## src/rtl/aes_key_byte_loader.sv

```systemverilog
// Key/block loader for the key expansion controller: accepts a 128-bit key and
// data block, streams the key MSB byte first and holds the block steady.
module aes_key_byte_loader #(
    parameter int unsigned NUM_BYTES = 16,
    parameter int unsigned BYTE_W    = 8
) (
    input  logic                          clk,
    input  logic                          rst,
    input  logic                          in_valid,
    output logic                          in_ready,
    input  logic [NUM_BYTES*BYTE_W-1:0]   in_key,
    input  logic [NUM_BYTES*BYTE_W-1:0]   in_block,
    input  logic                          dn_stall,
    output logic [BYTE_W-1:0]             key_byte,
    output logic                          key_byte_valid,
    output logic                          first_byte,
    output logic [NUM_BYTES*BYTE_W-1:0]   block_out,
    output logic                          busy,
    output logic                          done
);

    localparam int unsigned KEY_W = NUM_BYTES * BYTE_W;
    localparam int unsigned CNT_W = (NUM_BYTES > 1) ? $clog2(NUM_BYTES) : 1;

    typedef enum logic [1:0] {
        S_IDLE   = 2'd0,
        S_STREAM = 2'd1,
        S_DONE   = 2'd2
    } state_t;

    state_t               r_state;
    state_t               w_state_nxt;
    logic [CNT_W-1:0]     r_cnt;
    logic [CNT_W-1:0]     w_cnt_nxt;
    logic [KEY_W-1:0]     r_shift;
    logic [KEY_W-1:0]     w_shift_nxt;
    logic [KEY_W-1:0]     r_block;
    logic                 w_accept;

    logic [BYTE_W-1:0]    r_key_byte;
    logic                 r_key_byte_valid;
    logic                 r_first_byte;
    logic                 r_busy;
    logic                 r_done;

    logic [BYTE_W-1:0]    w_key_byte_nxt;
    logic                 w_stream_nxt;
    logic                 w_first_nxt;
    logic                 w_done_nxt;

    // Next-state, counter and shift-register update; outputs are precomputed
    // from the next-state values so they can be registered.
    always_comb begin
        w_state_nxt = r_state;
        w_cnt_nxt   = r_cnt;
        w_shift_nxt = r_shift;
        w_accept    = 1'b0;

        case (r_state)
            S_IDLE: begin
                if (in_valid) begin
                    w_accept    = 1'b1;
                    w_shift_nxt = in_key;
                    w_cnt_nxt   = '0;
                    w_state_nxt = S_STREAM;
                end
            end
            S_STREAM: begin
                if (!dn_stall) begin
                    w_shift_nxt = r_shift << BYTE_W;
                    if (r_cnt == CNT_W'(NUM_BYTES - 1)) begin
                        w_cnt_nxt   = '0;
                        w_state_nxt = S_DONE;
                    end else begin
                        w_cnt_nxt = r_cnt + CNT_W'(1);
                    end
                end
            end
            S_DONE: begin
                w_state_nxt = S_IDLE;
            end
            default: begin
                w_state_nxt = S_IDLE;
            end
        endcase

        w_stream_nxt   = (w_state_nxt == S_STREAM);
        w_key_byte_nxt = w_stream_nxt ? w_shift_nxt[KEY_W-1 -: BYTE_W] : '0;
        w_first_nxt    = w_stream_nxt && (w_cnt_nxt == '0);
        w_done_nxt     = (w_state_nxt == S_DONE);
    end

    always_ff @(posedge clk or negedge rst) begin
        if (!rst) begin
            r_state          <= S_IDLE;
            r_cnt            <= '0;
            r_shift          <= '0;
            r_block          <= '0;
            r_key_byte       <= '0;
            r_key_byte_valid <= 1'b0;
            r_first_byte     <= 1'b0;
            r_busy           <= 1'b0;
            r_done           <= 1'b0;
        end else begin
            r_state          <= w_state_nxt;
            r_cnt            <= w_cnt_nxt;
            r_shift          <= w_shift_nxt;
            if (w_accept) begin
                r_block <= in_block;
            end
            r_key_byte       <= w_key_byte_nxt;
            r_key_byte_valid <= w_stream_nxt;
            r_first_byte     <= w_first_nxt;
            r_busy           <= w_stream_nxt;
            r_done           <= w_done_nxt;
        end
    end

    // Ready is taken straight from the state so a new load can be offered the
    // same cycle the loader returns to idle.
    assign in_ready       = (r_state == S_IDLE);
    assign key_byte       = r_key_byte;
    assign key_byte_valid = r_key_byte_valid;
    assign first_byte     = r_first_byte;
    assign block_out      = r_block;
    assign busy           = r_busy;
    assign done           = r_done;

endmodule

```

## config.mk

```make
export PLATFORM = sky130hd
export DESIGN_NAME = aes_key_byte_loader
export DESIGN_NICKNAME = d
export VERILOG_FILES = /design/src/rtl/aes_key_byte_loader.sv
export SDC_FILE = /design/constraint.sdc
export NUM_CORES = 1
export LEC_CHECK = 0
export CAP_MARGIN = 15
export CORE_MARGIN = 8
export CORE_UTILIZATION = 45
export DETAILED_ROUTE_END_ITERATION = 7
export PLACE_DENSITY = 0.81
export SYNTH_ARGS = -nofsm -noshare
export SYNTH_HDL_FRONTEND = slang
export SYNTH_SLANG_ARGS = --single-unit
```

## constraint.sdc

```tcl
create_clock -name clk -period 1.9 [get_ports clk]
set_input_delay 0.38 -clock clk [delete_from_list [all_inputs] [get_ports clk]]
set_output_delay 0.38 -clock clk [all_outputs]
set_load 0.03 [all_outputs]
```

======== Word level (Yosys, flattened, before mapping) ========
Index checks and enable logic that the tools add are counted.
storage, ports and cells
  register bits ........................... 273
operators by class
  add/sub/neg operators ................... 1
  equality and inequality tests ........... 6
  muxes and demuxes ....................... 14
  reductions and logical operators ........ 5
operator list
  operator                                                         number
  128-bit 2-to-1 mux                                               2
  128-bit one-hot mux with 2 select lines                          1
  4-bit 2-to-1 mux                                                 3
  8-bit 2-to-1 mux                                                 1
  4-bit one-hot mux with 2 select lines                            1
  2-bit 2-to-1 mux                                                 3
  4-bit by 1-bit adder with 4-bit output, second input constant    1
  2-bit by 1-bit == test with 1-bit output, second input constant  2
  4-bit == test, second input constant                             1
  4-bit zero test                                                  1
  2-bit inequality test, second input constant                     2
  2-bit one-hot mux with 2 select lines                            1
  3-bit AND reduction                                              1
  2-bit == test, second input constant                             1
  2-bit zero test                                                  1
  1-bit 2-to-1 mux                                                 2
  2-bit nonzero test                                               1
  1-bit logical AND                                                1

======== Logic depth before layout (Yosys ltp) ========
  depth in word-level cells ............... 6
  gate-level depth with buffers ........... 7
  mapped depth without buffers ............ 5

======== Worst setup path after synthesis ========
No wires, ideal clock.
  path type ............................... reg2reg
  start ................................... reg r_state[0]
  end ..................................... reg r_block[100], in the netlist block_out[100]
  arrival ................................. 1.593 ns
  path slack .............................. 0.190 ns
  stages on the path, launching flop included .. 8
  path buffers ............................ 3
  period minus slack after synthesis ...... 1.710 ns
  cells stage by stage .................... dfrtp_1 > buf_6 > nor2_1 > nand2_1 > clkbuf_1 > clkbuf_1 > nand2_1 > nand2_1
between the ends
  longest elaborated chain between the ends .. 2
ends and longest elaborated chain
  what                      line  text
  start: declaration        31    state_t r_state;
  start signal: assignment  105   r_state <= w_state_nxt;
  2-bit zero test           --
  via in_ready              10    output logic in_ready,
  1-bit 2-to-1 mux          59    case (r_state)
  end signal: assignment    109   r_block <= in_block;
  end: declaration          37    logic [KEY_W-1:0] r_block;
The timed path passes the listed nets, and every way through them passes these cells.
A chain may end at the register's enable or synchronous reset.

======== Worst setup path after layout ========
  start ................................... reg r_state[1]
  end ..................................... out in_ready
between the ends
  longest elaborated chain between the ends .. 1
ends and longest elaborated chain
  what              line  text
  2-bit zero test   121   assign in_ready = (r_state == S_IDLE);
  end: declaration  10
Every way passes these cells.

==> flow_summary.yaml <==
floorplan:
  die_y_um: 172
  dieWidth_um: 172
  die_area_um2: 29500
  core_area_um2: 24100
  ios: 401
  num_rows: 57
  start_util_pct: 45.3
setup_path:
  critPathCapture: "in_ready"
  endpoint_kind: "primary output"
  path_cells: "nor2_4, buf_4"
  path_class: "flop to primary output"
  crit_start: "r_state[1]"
  timing.rr.end: "first_byte"
  reg2reg_from: "r_state[1]"
  slowest_delay_ps: 530
  rrSetupSlack_ps: 90
  cp_max_fo: 8
  worstPathArrival_ps: 1460
  start_kind: "flop"
  critPathRequiredTime_ps: 1520
  r2r.worst_path.cells: 5
  crit_slowest_cell: "dfrtp_1"
global_routing:
  grt_max_degree: 65
  track_usage_pct: 24.3
  antenna_found_initial: 4
  grt_pass1_wl_mm: 56.3
  overflow: 0
  grt_pass1_vias: 10203
drt:
  ant_nets: 0
  drt-pass1-iter-count: 5
  routed_wl_mm: 37.2
  avgRoutedWirePerCell_um: 19.6
  routed-via-count: 9750
  via_per_inst: 5.15
  drc_errors: 0
  drt_iter0_drc: 1046
synthesis:
  synth_warnings: 0
  ys_seq_area_share_pct: 62.5
  synth_ff_type: "dfrtp_1"
  async_reset_ff_share_pct: 100
  syn_area_um2: 10900
  synthTopCellsByArea: "dfrtp_1, nand2_1, a22oi_1"
  netlist_instances: 1131
  synth_nets: 1392
  netlist_top_cells_count: "nand2_1, dfrtp_1, a22oi_1"
  synth_seq_cells: 273
  synthDistinctLibCells: 30
  syn_avg_cell_area_um2: 9.66
  synth_edf_count: 0
  yosysMostFrequentCell: "nand2_1"
  synth_top_area_share_pct: 62.5
  yosysTopAreaCell: "dfrtp_1"
sta:
  setup_viol: 0
  rsz0062_at_grt: "no"
  maxSlewViolCount: 0
  slew_headroom_pct: 68.6
  tightest_slew_ps: 473
  finalCritPeriodShare_pct: 96.6
  finalCriticalPeriod_ps: 1840
  finalClockSkew_ps: 11.3
  fmax_mhz: 545
  finalHoldViolCount: 0
  fin_hold_ws_ps: 342
power:
  power.internal_mw: 15.5
  p_sw_mw: 10.2
  p_clk_share_pct: 23.5
  swShare_pct: 39.7
  pwr-share-seq_pct: 37.3
  powerDensity_nw_per_um2: 1570
  leakage_nw: 8.50
  peakVddDrop_v: 0.000914
  p_comb_share_pct: 39.2
cts:
  clk_pin_slew_ps: 60
  h-tree-depth: 1
  clk_latency_ps: 540
  cts_buffers: 30
  cts_root_buf: "clkbuf_16"
  cts_buffer_depth: 3
  cts_sinks: 273
  cts_tree: "yes"
status:
  outcome: "completed"
hold_path:
  hp-class: "primary input to asynchronous set/reset pin"
final_layout:
  fin_cells: 1895
  synthToLayoutAreaGrowth_pct: 49.9
  num-nets-final: 1803
  final_layout_size_suffix_gt1_share_pct: 7.28
placement:
  dp_cells: 1832
  gp_congestion: 0.900
  dp_hpwl_mm: 27.1
  io_buffer_count: 400
job:
  maxCapViolations: 0
==> how the worst min path moves through the flow <==
stage                             from        endpoint
final                              rst   block_out[56]
after global routing               rst  block_out[102]
after CTS                 in_block[93]   block_out[93]
after detailed placement           rst   block_out[56]
after global placement             rst   block_out[56]
after floorplan                    rst    block_out[0]
==> power groups by stage <==
stage	Combinational (mW)	Clock [mW]	Sequential, mW
after global placement	10.7	0	9.54
final	10.0	6.03	9.57
after detailed placement	11.0	0	9.65
after floorplan	3.46	0	12.1
after global routing	10.9	6.35	9.82
after CTS	10.1	6.12	9.54
==> state kept, by name, summed over array words and instances (netlist names) <==
signal      flops
r_shift       128
block_out     128
busy            1
key_byte        8
first_byte      1
done            1
r_cnt           4
r_state         2
==> layout by cell type (no fill, tap or decap), types with 2 or more instances in the layout <==
cell type        count
nand4b_1             2
dlygate4sd2_1      140
o211ai_1             2
dfrtp_1            273
nor2_1               3
a31o_2               2
inv_1                2
bufinv_16            3
clkbuf_8             6
clkbuf_1             4
and2_1               8
buf_4               33
a22o_1              16
diode_2              5
buf_12              18
clkinv_2             9
a22oi_1            112
o21ai_0              2
nor3b_4              2
clkdlybuf4s50_1    258
nand2_1            612
nor2_4               2
a21o_1               8
clkbuf_16           31
==> cell type report <==
cell class                      instances  area, um2
Fill cell                            1891       7730
Sequential cell                       273       6830
Timing Repair Buffer                  451       4440
Multi-Input combinational cell        784       3630
Clock buffer                           41        873
Tap cell                              324        405
Clock inverter                         15        168
Antenna cell                            5       12.5
Inverter                                2       7.51
==> logic make-up (layout without fill, tap and decap cells) <==
| group | after synthesis | count (layout) | share of synthesized area [%] |
|---|---|---|---|
| simple gates | 637 | 637 | 22.7 |
| flops | 273 | 273 | 62.5 |
| compound gates | 145 | 145 | 10.2 |
| buf+inv | 74 | 509 | 4.40 |
| fa+ha+maj | 1 | 1 | 0.115 |
| mux | 1 | 1 | 0.0916 |
| other cells | 0 | 5 | 0 |
==> metal layers <==
layer	share of wire (%)	up-vias	GRT usage (%)
met5	0.035	-	0
met1	37	4668	28.3
met2	49	466	40.9
met3	9.4	116	7.32
li1	-	4498	-
met4	4.6	2	11.5
==> worst max-delay path: cells and delay by family (launching register included) <==
family,cells,cell delay [ps]
AND/OR/NAND/NOR,1,190
flip-flops,1,530
buffers and inverters,1,190
==> timing repair <==
action / in CTS / in global routing
endpoints found under the setup margin: 141 / 0
hold endpoints to repair: 40 / 0
gates resized for setup: 142 / 0
hold buffers: 1 / 0
buffers inserted: 1 / 0
==> per-stage QoR <==
step                worst slack, ps  TNS (ps)  area (um2)  total power [mW]  util (%)
detailed placement             -185    -24160       15500              20.6      64.2
finish                         64.8         0       16400              25.6      67.9
global route                   8.99         0       16400              27.1      67.9
floorplan                       190         0       10900              15.5         -
CTS                            44.8         0       16400              25.8      67.9
global placement               -135    -20220       15500              20.2      64.2
Note: power is estimated with default switching activity, not from simulation.
